## src/rtl/simple_edge_ai_soc_pkg.sv

```systemverilog
`timescale 1ns/1ps
// Shared constants and types for the edge-AI SoC shell.
package simple_edge_ai_soc_pkg;

   localparam int unsigned CLK_HZ           = 100_000_000;
   localparam int unsigned BAUD             = 115_200;
   localparam int unsigned DEFAULT_BAUD_DIV = CLK_HZ / BAUD;   // 868
   localparam int unsigned FIFO_DEPTH       = 16;
   localparam int unsigned CTRL_TX_EN       = 0;
   localparam int unsigned CTRL_RX_EN       = 1;
   localparam int unsigned DATA_W           = 8;
   localparam int unsigned GPIO_W           = 32;

   typedef enum logic [1:0] {
      IDLE  = 2'd0,
      START = 2'd1,
      DATA  = 2'd2,
      STOP  = 2'd3
   } uart_state_e;

endpackage

```

## src/rtl/simple_edge_ai_soc_if.sv

```systemverilog
`timescale 1ns/1ps
// Board-level pin bundle of the SoC: UART, LCD-SPI, GPIO and interrupt lines.
interface simple_edge_ai_soc_if;
   import simple_edge_ai_soc_pkg::*;

   logic              uart_tx;
   logic              uart_rx;
   logic              lcd_spi_clk;
   logic              lcd_spi_mosi;
   logic              lcd_spi_cs;
   logic              lcd_spi_dc;
   logic              lcd_spi_rst;
   logic              lcd_backlight;
   logic [GPIO_W-1:0] gpio_out;
   logic [GPIO_W-1:0] gpio_in;
   logic              trap;
   logic              compact_irq;
   logic              bitnet_irq;
   logic              uart_tx_irq;
   logic              uart_rx_irq;

   // SoC side drives the pins out.
   modport master (
      output uart_tx, lcd_spi_clk, lcd_spi_mosi, lcd_spi_cs, lcd_spi_dc, lcd_spi_rst,
             lcd_backlight, gpio_out, trap, compact_irq, bitnet_irq, uart_tx_irq, uart_rx_irq,
      input  uart_rx, gpio_in
   );

   // Board side observes the pins and drives the inputs.
   modport slave (
      input  uart_tx, lcd_spi_clk, lcd_spi_mosi, lcd_spi_cs, lcd_spi_dc, lcd_spi_rst,
             lcd_backlight, gpio_out, trap, compact_irq, bitnet_irq, uart_tx_irq, uart_rx_irq,
      output uart_rx, gpio_in
   );

endinterface

```

## src/rtl/edge_fifo.sv

```systemverilog
`timescale 1ns/1ps
// Generic synchronous first-word fall-through FIFO (DEPTH a power of 2).
module edge_fifo #(
   parameter int unsigned WIDTH = 8,
   parameter int unsigned DEPTH = 16
) (
   input  logic             clk,
   input  logic             rst,
   input  logic             enq_valid,
   input  logic [WIDTH-1:0] enq_data,
   output logic             enq_ready,
   output logic             deq_valid,
   output logic [WIDTH-1:0] deq_data,
   input  logic             deq_ready
);

   localparam int unsigned PTR_W = (DEPTH > 1) ? $clog2(DEPTH) : 1;
   localparam int unsigned CNT_W = PTR_W + 1;

   logic [WIDTH-1:0] mem [DEPTH];
   logic [PTR_W-1:0] wr_ptr;
   logic [PTR_W-1:0] rd_ptr;
   logic [CNT_W-1:0] cnt;
   logic             do_enq;
   logic             do_deq;

   assign enq_ready = (cnt != CNT_W'(DEPTH));
   assign deq_valid = (cnt != '0);
   assign deq_data  = mem[rd_ptr];
   assign do_enq    = enq_valid && enq_ready;
   assign do_deq    = deq_ready && deq_valid;

   // Pointer and occupancy bookkeeping; push+pop together leaves the count unchanged.
   always_ff @(posedge clk) begin
      if (rst) begin
         wr_ptr <= '0;
         rd_ptr <= '0;
         cnt    <= '0;
      end else begin
         if (do_enq) wr_ptr <= wr_ptr + PTR_W'(1);
         if (do_deq) rd_ptr <= rd_ptr + PTR_W'(1);
         case ({do_enq, do_deq})
            2'b10:   cnt <= cnt + CNT_W'(1);
            2'b01:   cnt <= cnt - CNT_W'(1);
            default: cnt <= cnt;
         endcase
      end
   end

   // Storage array; occupancy gates every read so contents need no reset.
   always_ff @(posedge clk) begin
      if (do_enq) mem[wr_ptr] <= enq_data;
   end

endmodule

```

## src/rtl/edge_uart.sv

```systemverilog
`timescale 1ns/1ps
// 8N1 UART: synchronised RX engine, TX engine and one FIFO per direction.
module edge_uart
   import simple_edge_ai_soc_pkg::*;
(
   input  logic              clk,
   input  logic              rst,
   input  logic              uart_rx,
   output logic              uart_tx,
   output logic              rx_valid,
   output logic [DATA_W-1:0] rx_data,
   input  logic              rx_ready,
   input  logic              tx_valid,
   input  logic [DATA_W-1:0] tx_data,
   output logic              tx_ready,
   output logic              rx_irq,
   output logic              tx_irq,
   output logic              trap
);

   localparam int unsigned TMR_W = 32;
   localparam int unsigned BIT_W = 3;

   logic             rx_en;
   logic             tx_en;
   logic [TMR_W-1:0] baud_div;

   // Configuration registers, kept in a scope named so they read as uart.uart.control/baudDiv.
   if (1'b1) begin : uart
      logic [31:0] control;
      logic [31:0] baudDiv;
      logic        control_unused;

      // Fixed after reset; there is no bus port to rewrite them.
      always_ff @(posedge clk) begin
         if (rst) begin
            control <= (32'(1) << CTRL_TX_EN) | (32'(1) << CTRL_RX_EN);
            baudDiv <= 32'(DEFAULT_BAUD_DIV);
         end
      end

      assign rx_en          = control[CTRL_RX_EN];
      assign tx_en          = control[CTRL_TX_EN];
      assign baud_div       = baudDiv;
      assign control_unused = ^control[31:2];
   end

   // ---------------- RX path ----------------
   logic              rx_s1, rx_s2, rx_prev;
   uart_state_e       rx_state, rx_state_nx;
   logic [TMR_W-1:0]  rx_cnt, rx_cnt_nx;
   logic [BIT_W-1:0]  rx_bit, rx_bit_nx;
   logic [DATA_W-1:0] rx_shift, rx_shift_nx;
   logic              rx_push;
   logic              rx_fifo_ready;
   logic              trap_set;

   // Two-flop synchroniser plus edge-detect history, idling high.
   always_ff @(posedge clk) begin
      if (rst) begin
         rx_s1   <= 1'b1;
         rx_s2   <= 1'b1;
         rx_prev <= 1'b1;
      end else begin
         rx_s1   <= uart_rx;
         rx_s2   <= rx_s1;
         rx_prev <= rx_s2;
      end
   end

   // RX state register.
   always_ff @(posedge clk) begin
      if (rst) begin
         rx_state <= IDLE;
         rx_cnt   <= '0;
         rx_bit   <= '0;
         rx_shift <= '0;
      end else begin
         rx_state <= rx_state_nx;
         rx_cnt   <= rx_cnt_nx;
         rx_bit   <= rx_bit_nx;
         rx_shift <= rx_shift_nx;
      end
   end

   // RX next state: half-bit to mid start bit, then one sample per bit period.
   always_comb begin
      rx_state_nx = rx_state;
      rx_cnt_nx   = rx_cnt;
      rx_bit_nx   = rx_bit;
      rx_shift_nx = rx_shift;
      rx_push     = 1'b0;
      trap_set    = 1'b0;
      case (rx_state)
         IDLE: begin
            if (rx_en && rx_prev && !rx_s2) begin
               rx_state_nx = START;
               rx_cnt_nx   = baud_div >> 1;
            end
         end
         START: begin
            if (rx_cnt == '0) begin
               if (!rx_s2) begin
                  rx_state_nx = DATA;
                  rx_cnt_nx   = baud_div - TMR_W'(1);
                  rx_bit_nx   = '0;
               end else begin
                  rx_state_nx = IDLE;
               end
            end else begin
               rx_cnt_nx = rx_cnt - TMR_W'(1);
            end
         end
         DATA: begin
            if (rx_cnt == '0) begin
               rx_shift_nx = {rx_s2, rx_shift[DATA_W-1:1]};
               rx_cnt_nx   = baud_div - TMR_W'(1);
               if (rx_bit == BIT_W'(DATA_W - 1)) rx_state_nx = STOP;
               else                              rx_bit_nx   = rx_bit + BIT_W'(1);
            end else begin
               rx_cnt_nx = rx_cnt - TMR_W'(1);
            end
         end
         STOP: begin
            if (rx_cnt == '0) begin
               rx_state_nx = IDLE;
               if (rx_s2 && rx_fifo_ready) rx_push  = 1'b1;
               else                        trap_set = 1'b1;
            end else begin
               rx_cnt_nx = rx_cnt - TMR_W'(1);
            end
         end
         default: rx_state_nx = IDLE;
      endcase
   end

   // Sticky error flag: framing error or RX overflow.
   always_ff @(posedge clk) begin
      if (rst)           trap <= 1'b0;
      else if (trap_set) trap <= 1'b1;
   end

   edge_fifo #(.WIDTH(DATA_W), .DEPTH(FIFO_DEPTH)) rx_fifo (
      .clk       (clk),
      .rst       (rst),
      .enq_valid (rx_push),
      .enq_data  (rx_shift),
      .enq_ready (rx_fifo_ready),
      .deq_valid (rx_valid),
      .deq_data  (rx_data),
      .deq_ready (rx_ready)
   );

   // ---------------- TX path ----------------
   uart_state_e       tx_state, tx_state_nx;
   logic [TMR_W-1:0]  tx_cnt, tx_cnt_nx;
   logic [BIT_W-1:0]  tx_bit, tx_bit_nx;
   logic [DATA_W-1:0] tx_shift, tx_shift_nx;
   logic              tx_line_nx;
   logic              tx_pop;
   logic              tx_go_c;
   logic              tx_fifo_valid;
   logic [DATA_W-1:0] tx_fifo_data;

   assign tx_go_c = tx_en && tx_fifo_valid;

   // TX state register; line forced high by reset.
   always_ff @(posedge clk) begin
      if (rst) begin
         tx_state <= IDLE;
         tx_cnt   <= '0;
         tx_bit   <= '0;
         tx_shift <= '0;
         uart_tx  <= 1'b1;
      end else begin
         tx_state <= tx_state_nx;
         tx_cnt   <= tx_cnt_nx;
         tx_bit   <= tx_bit_nx;
         tx_shift <= tx_shift_nx;
         uart_tx  <= tx_line_nx;
      end
   end

   // TX next state: each symbol lasts one bit period; STOP chains straight into the next byte.
   always_comb begin
      tx_state_nx = tx_state;
      tx_cnt_nx   = tx_cnt;
      tx_bit_nx   = tx_bit;
      tx_shift_nx = tx_shift;
      tx_line_nx  = uart_tx;
      tx_pop      = 1'b0;
      case (tx_state)
         IDLE: begin
            tx_line_nx = 1'b1;
            if (tx_go_c) begin
               tx_pop      = 1'b1;
               tx_shift_nx = tx_fifo_data;
               tx_line_nx  = 1'b0;
               tx_cnt_nx   = baud_div - TMR_W'(1);
               tx_state_nx = START;
            end
         end
         START: begin
            if (tx_cnt == '0) begin
               tx_state_nx = DATA;
               tx_line_nx  = tx_shift[0];
               tx_bit_nx   = '0;
               tx_cnt_nx   = baud_div - TMR_W'(1);
            end else begin
               tx_cnt_nx = tx_cnt - TMR_W'(1);
            end
         end
         DATA: begin
            if (tx_cnt == '0) begin
               tx_cnt_nx = baud_div - TMR_W'(1);
               if (tx_bit == BIT_W'(DATA_W - 1)) begin
                  tx_state_nx = STOP;
                  tx_line_nx  = 1'b1;
               end else begin
                  tx_bit_nx   = tx_bit + BIT_W'(1);
                  tx_shift_nx = tx_shift >> 1;
                  tx_line_nx  = tx_shift[1];
               end
            end else begin
               tx_cnt_nx = tx_cnt - TMR_W'(1);
            end
         end
         STOP: begin
            if (tx_cnt == '0) begin
               if (tx_go_c) begin
                  tx_pop      = 1'b1;
                  tx_shift_nx = tx_fifo_data;
                  tx_line_nx  = 1'b0;
                  tx_cnt_nx   = baud_div - TMR_W'(1);
                  tx_state_nx = START;
               end else begin
                  tx_line_nx  = 1'b1;
                  tx_state_nx = IDLE;
               end
            end else begin
               tx_cnt_nx = tx_cnt - TMR_W'(1);
            end
         end
         default: tx_state_nx = IDLE;
      endcase
   end

   edge_fifo #(.WIDTH(DATA_W), .DEPTH(FIFO_DEPTH)) tx_fifo (
      .clk       (clk),
      .rst       (rst),
      .enq_valid (tx_valid),
      .enq_data  (tx_data),
      .enq_ready (tx_ready),
      .deq_valid (tx_fifo_valid),
      .deq_data  (tx_fifo_data),
      .deq_ready (tx_pop)
   );

   assign rx_irq = rx_valid;
   assign tx_irq = !tx_fifo_valid && (tx_state == IDLE);

endmodule

```

## src/rtl/simple_edge_ai_soc.sv

```systemverilog
`timescale 1ns/1ps
// SoC shell: UART with auto-echo, GPIO mirror and idle LCD-SPI pins.
module simple_edge_ai_soc
   import simple_edge_ai_soc_pkg::*;
(
   input  logic                 clock,
   input  logic                 reset,
   simple_edge_ai_soc_if.master io
);

   localparam int unsigned HALF_W = GPIO_W / 2;

   logic              uart_tx;
   logic              rx_valid;
   logic              rx_ready;
   logic [DATA_W-1:0] rx_data;
   logic              tx_valid;
   logic              tx_ready;
   logic [DATA_W-1:0] tx_data;
   logic              rx_irq;
   logic              tx_irq;
   logic              trap;
   logic              echo_c;
   logic [HALF_W-1:0] gpio_s1;
   logic [HALF_W-1:0] gpio_s2;
   logic [GPIO_W-1:0] gpio_out;
   logic              lcd_on;
   logic              gpio_in_unused;

   edge_uart uart (
      .clk      (clock),
      .rst      (reset),
      .uart_rx  (io.uart_rx),
      .uart_tx  (uart_tx),
      .rx_valid (rx_valid),
      .rx_data  (rx_data),
      .rx_ready (rx_ready),
      .tx_valid (tx_valid),
      .tx_data  (tx_data),
      .tx_ready (tx_ready),
      .rx_irq   (rx_irq),
      .tx_irq   (tx_irq),
      .trap     (trap)
   );

   // Echo engine: move one byte RX->TX whenever RX has data and TX has room.
   assign echo_c   = rx_valid && tx_ready;
   assign rx_ready = echo_c;
   assign tx_valid = echo_c;
   assign tx_data  = rx_data;

   // Synchroniser for the asynchronous GPIO inputs mirrored on the upper half.
   always_ff @(posedge clock) begin
      if (reset) begin
         gpio_s1 <= '0;
         gpio_s2 <= '0;
      end else begin
         gpio_s1 <= io.gpio_in[HALF_W-1:0];
         gpio_s2 <= gpio_s1;
      end
   end

   // GPIO output: last echoed byte, echo count, and mirrored inputs.
   always_ff @(posedge clock) begin
      if (reset) begin
         gpio_out <= '0;
      end else begin
         gpio_out[GPIO_W-1:HALF_W] <= gpio_s2;
         if (echo_c) begin
            gpio_out[DATA_W-1:0]          <= rx_data;
            gpio_out[2*DATA_W-1:DATA_W]   <= gpio_out[2*DATA_W-1:DATA_W] + DATA_W'(1);
         end
      end
   end

   // LCD reset/backlight held low while in reset, released afterwards.
   always_ff @(posedge clock) begin
      if (reset) lcd_on <= 1'b0;
      else       lcd_on <= 1'b1;
   end

   assign gpio_in_unused   = ^io.gpio_in[GPIO_W-1:HALF_W];

   assign io.uart_tx       = uart_tx;
   assign io.gpio_out      = gpio_out;
   assign io.trap          = trap;
   assign io.uart_rx_irq   = rx_irq;
   assign io.uart_tx_irq   = tx_irq;
   assign io.compact_irq   = 1'b0;
   assign io.bitnet_irq    = 1'b0;
   assign io.lcd_spi_clk   = 1'b0;
   assign io.lcd_spi_mosi  = 1'b0;
   assign io.lcd_spi_cs    = 1'b1;
   assign io.lcd_spi_dc    = 1'b0;
   assign io.lcd_spi_rst   = lcd_on;
   assign io.lcd_backlight = lcd_on;

endmodule

```

## src/flat_wrapper.sv

```systemverilog
// flat-port wrapper written by rule: the top's interface ports become plain ports
module simple_edge_ai_soc_flat import simple_edge_ai_soc_pkg::*;
  (clock, reset, io_uart_tx, io_lcd_spi_clk, io_lcd_spi_mosi, io_lcd_spi_cs, io_lcd_spi_dc, io_lcd_spi_rst, io_lcd_backlight, io_gpio_out, io_trap, io_compact_irq, io_bitnet_irq, io_uart_tx_irq, io_uart_rx_irq, io_uart_rx, io_gpio_in);
  simple_edge_ai_soc_if io_i ();
  input  logic clock;
  input  logic reset;
  output wire logic [$bits(io_i.uart_tx)-1:0] io_uart_tx;
  output wire logic [$bits(io_i.lcd_spi_clk)-1:0] io_lcd_spi_clk;
  output wire logic [$bits(io_i.lcd_spi_mosi)-1:0] io_lcd_spi_mosi;
  output wire logic [$bits(io_i.lcd_spi_cs)-1:0] io_lcd_spi_cs;
  output wire logic [$bits(io_i.lcd_spi_dc)-1:0] io_lcd_spi_dc;
  output wire logic [$bits(io_i.lcd_spi_rst)-1:0] io_lcd_spi_rst;
  output wire logic [$bits(io_i.lcd_backlight)-1:0] io_lcd_backlight;
  output wire logic [$bits(io_i.gpio_out)-1:0] io_gpio_out;
  output wire logic [$bits(io_i.trap)-1:0] io_trap;
  output wire logic [$bits(io_i.compact_irq)-1:0] io_compact_irq;
  output wire logic [$bits(io_i.bitnet_irq)-1:0] io_bitnet_irq;
  output wire logic [$bits(io_i.uart_tx_irq)-1:0] io_uart_tx_irq;
  output wire logic [$bits(io_i.uart_rx_irq)-1:0] io_uart_rx_irq;
  input wire logic [$bits(io_i.uart_rx)-1:0] io_uart_rx;
  input wire logic [$bits(io_i.gpio_in)-1:0] io_gpio_in;
  assign io_uart_tx = io_i.uart_tx;
  assign io_lcd_spi_clk = io_i.lcd_spi_clk;
  assign io_lcd_spi_mosi = io_i.lcd_spi_mosi;
  assign io_lcd_spi_cs = io_i.lcd_spi_cs;
  assign io_lcd_spi_dc = io_i.lcd_spi_dc;
  assign io_lcd_spi_rst = io_i.lcd_spi_rst;
  assign io_lcd_backlight = io_i.lcd_backlight;
  assign io_gpio_out = io_i.gpio_out;
  assign io_trap = io_i.trap;
  assign io_compact_irq = io_i.compact_irq;
  assign io_bitnet_irq = io_i.bitnet_irq;
  assign io_uart_tx_irq = io_i.uart_tx_irq;
  assign io_uart_rx_irq = io_i.uart_rx_irq;
  assign io_i.uart_rx = io_uart_rx;
  assign io_i.gpio_in = io_gpio_in;
  simple_edge_ai_soc u_core (.clock(clock), .reset(reset), .io(io_i));
endmodule
```

## config.mk

```make
export PLATFORM = sky130hd
export DESIGN_NAME = simple_edge_ai_soc_flat
export DESIGN_NICKNAME = d
export VERILOG_FILES = /design/src/rtl/simple_edge_ai_soc_pkg.sv /design/src/rtl/simple_edge_ai_soc_if.sv /design/src/rtl/edge_fifo.sv /design/src/rtl/edge_uart.sv /design/src/rtl/simple_edge_ai_soc.sv /design/src/flat_wrapper.sv
export SDC_FILE = /design/constraint.sdc
export NUM_CORES = 1
export LEC_CHECK = 0
export ABC_CLOCK_PERIOD_IN_PS = 9900
export BUFFER_PORTS_ARGS = -buffer_cell sky130_fd_sc_hd__buf_2
export CAP_MARGIN = 10
export CORE_UTILIZATION = 59
export DETAILED_ROUTE_END_ITERATION = 12
export HOLD_SLACK_MARGIN = 0.08
export PLACE_DENSITY = 0.77
export SETUP_SLACK_MARGIN = 0.15
export SYNTH_ARGS = -nofsm -noshare
export SYNTH_HDL_FRONTEND = slang
export SYNTH_SLANG_ARGS = --single-unit
```

## constraint.sdc

```tcl
create_clock -name clock -period 9.9 [get_ports clock]
set_clock_uncertainty 0.1 [all_clocks]
set_input_delay 1.98 -clock clock [delete_from_list [all_inputs] [get_ports clock]]
set_output_delay 1.98 -clock clock [all_outputs]
set_load 0.02 [all_outputs]
```

==> results of run 1 <==
## registers in the layout (all words and copies together) (netlist names), 4 cells and up, named ones only
register,cells
u_core.uart.rx_fifo.mem,128
u_core.uart.tx_fifo.mem,128
u_core.io.gpio_out,32
u_core.uart.rx_cnt,32
u_core.uart.tx_cnt,32
u_core.gpio_s1,16
u_core.gpio_s2,16
u_core.uart.rx_shift,8
u_core.uart.tx_shift,8
u_core.uart.rx_fifo.cnt,5
u_core.uart.tx_fifo.cnt,5
u_core.uart.rx_fifo.rd_ptr,4
u_core.uart.rx_fifo.wr_ptr,4
u_core.uart.tx_fifo.rd_ptr,4
u_core.uart.tx_fifo.wr_ptr,4
## critical path: cells and delay by family (launching register included)
| kind | cells | cell delay, ns |
|---|---|---|
| AND/OR/NAND/NOR | 3 | 1.63 |
| flip-flops | 1 | 0.39 |
| buffers and inverters | 1 | 0.20 |
## placed cells by master (no fill, tap or decap), types with 14 or more instances in the layout
cell and n:
xor2_1 17, o21ai_0 48, a31oi_1 15, nand3_1 30, nor3_1 54, nand2_1 91
a211oi_1 27, buf_4 23, nor2_1 130, clkbuf_16 44, edfxtp_1 256, mux2i_1 14
or3_1 20, nor4_1 29, ha_1 36, inv_1 30, mux4_2 73, buf_2 55
a21oi_1 88, xnor2_1 18, dfxtp_1 193, nor2b_1 62
## per-layer routing
metal / up-vias / global-route usage, % / part of all wire (%)
met3: 81 / 3.60 / 5.2
met2: 370 / 40.0 / 49
li1: 5617 / - / -
met5: - / 0 / 0
met4: 0 / 7.97 / 2.5
met1: 5862 / 31.5 / 43
## stage by stage
stage               std cells  setup slack (ns)  area [sq um]
global route             1947              4.87         20800
floorplan                1478              5.97         18800
detailed placement       1865              5.40         19300
finish                   1947              5.06         20800
CTS                      1946              5.11         20800
global placement         1865              5.50         19300
## cells by family (layout without fill, tap and decap cells)
kind of cell / after synthesis / after routing / synth area share [%]
AO/OA/AOI/OAI: 245 / 245 / 8.30
XOR/XNOR: 35 / 35 / 1.63
adder cells (fa/ha/maj): 37 / 37 / 2.51
buffers and inverters: 119 / 192 / 2.69
flip-flops: 450 / 450 / 61.7
multiplexers: 89 / 89 / 9.63
other: 2 / 6 / 0.0400
AND/OR/NAND/NOR: 497 / 497 / 13.5
## layout make-up
cell class | instances | share of cell area, %
flip-flops and latches | 450 | 55.5
multi-input cells | 909 | 32.2
repair buffers | 78 | 2.15
well taps | 396 | 2.38
clock inverters | 28 | 1.60
clock buffers | 53 | 5.54
inverters | 33 | 0.594
## worst max path at each step
stage,endpoint
after global routing,io_uart_tx_irq
final,io_uart_tx_irq
after detailed placement,u_core.uart.tx_fifo.cnt[4]
after global placement,u_core.uart.tx_fifo.cnt[4]
after floorplan,u_core.uart.rx_fifo.cnt[4]
after CTS,io_uart_tx_irq
## where the power goes
part,total [uW],internal [uW],switching (uW)
clock,1700,996,704
combinational,2270,833,1430
sequential,2390,2240,145
total,6360,4070,2280
==> reports/metrics.yaml, run 1 <==
flow_run:
  maxCapViolations: 0
synth:
  ys_seq_elements: 450
  syn_area_sq_um: 18800
  synth_edf_count: 256
  synth_top_flop_cell: "edfxtp_1"
  ys_async_sr_fraction_pct: 0
  yosysMostFrequentCell: "edfxtp_1"
  synth_seq_area_share_pct: 61.7
  synth_top_area_cell: "edfxtp_1"
  synth_cell_type_count: 80
  postSynthAreaPerCell_sq_um: 12.7
  ys_top_cells_by_area: "edfxtp_1 (41%), dfxtp_1 (21%), mux4_2 (8.8%)"
  ys_warn_count: 0
  synth_cells: 1474
  synth_top_area_share_pct: 41.0
  synth_common_cells: "edfxtp_1 (256), dfxtp_1 (194), nor2_1 (130)"
drt:
  via_per_inst: 6.13
  drt_iter0_drc: 1057
  wire_per_inst_um: 19.8
  dr_total_vias: 11900
  drc: 0
  drtPass1Iterations: 8
  ant_nets: 0
  drt-total-wl_mm: 38.6
global_route:
  antenna_found_initial: 0
  grt-ovfl-total: 0
  grt_pass1_vias: 11700
  track_usage_pct: 23.7
  grt_max_degree: 100
  grt_first_pass_wirelength_mm: 61.2
critical_path:
  worstPathRequired_ns: 7.82
  crit_fanout: 11
  cp-end-kind: "primary output"
  timing.rr.start: "u_core.uart.rx_cnt[6]"
  startpoint: "u_core.uart.tx_fifo.cnt[2]"
  crit_chain: "nor4_1 -> nor2b_1 -> and2_1 -> buf_2"
  cp.arrival_ns: 2.76
  worstSetupStartpointType: "flop"
  reg2reg_to: "u_core.uart.rx_fifo.cnt[4]"
  reg2reg_slack_ns: 5.25
  critPathMaxStageDelay_ns: 0.79
  worstSetupPathType: "flop to primary output"
  crit_slowest_cell: "nor2b_1"
  ff2ff_path_depth: 13
finish:
  fin_util_pct: 67.4
  multi_input_area_sq_um: 6710
  final_layout_size_suffix_gt1_share_pct: 15.7
  areaGrowthSynthToFinish_pct: 11.1
  seqCellArea_sq_um: 11600
  final_nets: 1588
  fillerInstances: 2157
  antennaDiodeCount: 0
clock_tree:
  cts_num_sinks: 450
  tritoncts: "done"
  cts.htree.levels: 2
  numCtsBuffers: 44
  insertion_delay_ns: 0.56
  clock-root-buffer: "clkbuf_16"
  cts_setup_buffers: 0
  cts_buffer_depth: 3
  cts_hold_buf: 0
  cts_resized: 0
  cts.clk_slew.worst_paths_ns: 0.06
min_path:
  min_path_cells: 1
  worstHoldPathType: "flop to flop"
  min_to: "u_core.uart.rx_s2"
  hp-start: "u_core.uart.rx_s1"
timing:
  final_max_slew_viol_count: 0
  tns_ns: 0
  slew_headroom_pct: 29.2
  max_freq_mhz: 207
  setup_viol: 0
  worst_hold_slack_ns: 0.314
  layout_min_cycle_time_ns: 4.84
  period_share_pct: 48.9
  hold_viol: 0
  worstMarginPinSlew_ns: 1.05
  rsz0062_at_grt: "no"
placement:
  numPortBuffers: 56
  gp_congestion: 0.852
  dp_hpwl_mm: 23.8
power:
  vdd_drop_max_mv: 0.185
  power.total_uw: 6360
  p_leak_uw: 0.00725
  p_per_area_nw_per_um2: 305
status:
  status: "completed"
floorplan:
  die_h_um: 180
  num_rows: 64
  io_pins: 79
  die_x_um: 180
  start_util_pct: 60.7
  dieArea_sq_um: 32500
  core-area_sq_um: 30900
(Power assumes the default switching activity.)
==> inputs of run 2 (changes only) <==
--- a/config.mk
+++ b/config.mk
@@ -5,7 +5,7 @@
 export SDC_FILE = /design/constraint.sdc
 export NUM_CORES = 1
 export LEC_CHECK = 0
-export ABC_CLOCK_PERIOD_IN_PS = 9900
+export ABC_CLOCK_PERIOD_IN_PS = 4800
 export BUFFER_PORTS_ARGS = -buffer_cell sky130_fd_sc_hd__buf_2
 export CAP_MARGIN = 10
 export CORE_UTILIZATION = 59
==> constraint.sdc (replaced) <==
create_clock -name clock -period 4.8 [get_ports clock]
set_clock_uncertainty 0.1 [all_clocks]
set_input_delay 0.96 -clock clock [delete_from_list [all_inputs] [get_ports clock]]
set_output_delay 0.96 -clock clock [all_outputs]
set_load 0.02 [all_outputs]
==> run 2 against run 1 <==
  * Largest cell class unchanged
  * Sequential power increased by 110%
  * Setup slack got worse by 4.6 ns
  * Via count increased by 1.3%
  * First-iteration DRC count increased by 14%
  * Clock power increased by 100%
==> reports/metrics.yaml, run 2 (synthesized netlist as in run 1, its figures left out) <==
drt:
  drc: 0
  drt-total-wl_mm: 38.6
  drt_iter0_drc: 1203
  ant_nets: 0
  drtPass1Iterations: 5
  dr_total_vias: 12100
  via_per_inst: 6.18
  wire_per_inst_um: 19.7
timing:
  layout_min_cycle_time_ns: 4.32
  period_share_pct: 89.9
  tns_ns: 0
  final_max_slew_viol_count: 0
  setup_viol: 0
  max_freq_mhz: 232
  slew_headroom_pct: 18.4
  rsz0062_at_grt: "no"
  hold_viol: 0
  worst_hold_slack_ns: 0.324
  worstMarginPinSlew_ns: 1.22
finish:
  areaGrowthSynthToFinish_pct: 11.2
  final_area_sq_um: 20900
  reg_top3: "u_core.uart.rx_fifo.mem x128, u_core.uart.tx_fifo.mem x128"
  antennaDiodeCount: 0
  final_cell_mix: "edfxtp_1 (256), dfxtp_1 (193), nor2_1 (130)"
  fin_util_pct: 67.5
  final_common_cell: "edfxtp_1"
  final_nets: 1594
  final_layout_size_suffix_gt1_share_pct: 16.5
floorplan:
  dieArea_sq_um: 32500
  die_h_um: 180
  num_rows: 64
  core-area_sq_um: 30900
  die_x_um: 180
  io_pins: 79
  start_util_pct: 60.7
clock_tree:
  cts_resized: 0
  cts_num_sinks: 450
  cts_setup_buffers: 0
  cts_hold_buf: 0
  clock-root-buffer: "clkbuf_16"
  tritoncts: "done"
  cts_buffer_depth: 3
  numCtsBuffers: 45
  cts.clk_slew.worst_paths_ns: 0.06
  cts.htree.levels: 2
  insertion_delay_ns: 0.55
global_route:
  track_usage_pct: 24.0
  grt_first_pass_wirelength_mm: 62.3
  grt_pass1_vias: 11800
  grt-busiest-layer: "met2"
  antenna_found_initial: 0
  grt-ovfl-total: 0
  grt_use_met3_pct: 3.42
  grt_max_degree: 157
  use_met2_pct: 41.5
  grt_use_met1_pct: 31.6
placement:
  gp_congestion: 0.840
  numPortBuffers: 56
  placed_area_sq_um: 19400
  dp_hpwl_mm: 24.5
power:
  p_per_area_nw_per_um2: 626
  vdd_drop_max_mv: 0.368
  p_leak_uw: 0.00729
min_path:
  worstHoldPathType: "flop to flop"
critical_path:
  worstSetupPathType: "flop to flop"
  worstSetupStartpointType: "flop"
  cp.arrival_ns: 4.65
  crit_fanout: 14
  worstPathRequired_ns: 5.13
  reg2reg_slack_ns: 0.48
  cp-end-kind: "flop"
flow_run:
  maxCapViolations: 0
status:
  status: "completed"
run 2: cell count changes in the layout (fill, tap and decap cells not counted), sizes merged:
cell and change:
clkinvlp -2, buf +5, clkbuf +9, bufinv -5
inv +4, clkinv -3
run 2: layer usage:
layer	up-vias	part of all wire (%)
li1	5621	-
met1	5931	42
met2	457	50
met3	75	5.7
met4	0	2.2
met5	-	0
run 2: area by class of cell:
type	count	area [sq um]
multi-input cells	909	6720
fillers	2129	10100
flip-flops and latches	450	11600
inverters	33	124
repair buffers	83	498
clock buffers	62	1280
well taps	396	495
clock inverters	22	168
run 2: worst max-delay path, stage by stage, from the launching register on:
cell and delay, ns:
dfxtp_1 0.34, inv_1 0.10, ha_1 0.23, nor4b_1 0.50, nand3_1 0.37, nor3_2 0.38
a22oi_1 0.28, inv_1 0.12, ha_1 0.43, xor2_1 0.13, ha_1 0.28, nor3_1 0.21
o211ai_1 0.13, a31oi_1 0.25, mux2_2 0.36
run 2: worst paths after layout:
check	cells past startpoint	to	from
worst max-delay path	14	u_core.uart.tx_fifo.cnt[4]	u_core.uart.tx_cnt[0]
worst min-delay path	1	u_core.uart.rx_s2	u_core.uart.rx_s1
worst max register to register	14	u_core.uart.tx_fifo.cnt[4]	u_core.uart.tx_cnt[0]
worst min register to register	1	u_core.uart.rx_s2	u_core.uart.rx_s1
run 2: stage by stage:
step	power (uW)	setup slack (ns)	std cells
floorplan	8420	0.872	1478
global placement	9490	0.575	1871
detailed placement	9650	0.355	1871
CTS	13100	0.297	1955
global route	13800	0.218	1955
finish	13100	0.483	1955
run 2: report_power, final:
group,switching (uW),internal (uW),total [uW]
Clock,1470,1950,3410
Sequential,411,4630,5040
Combinational,2850,1750,4610
Total,4740,8330,13100
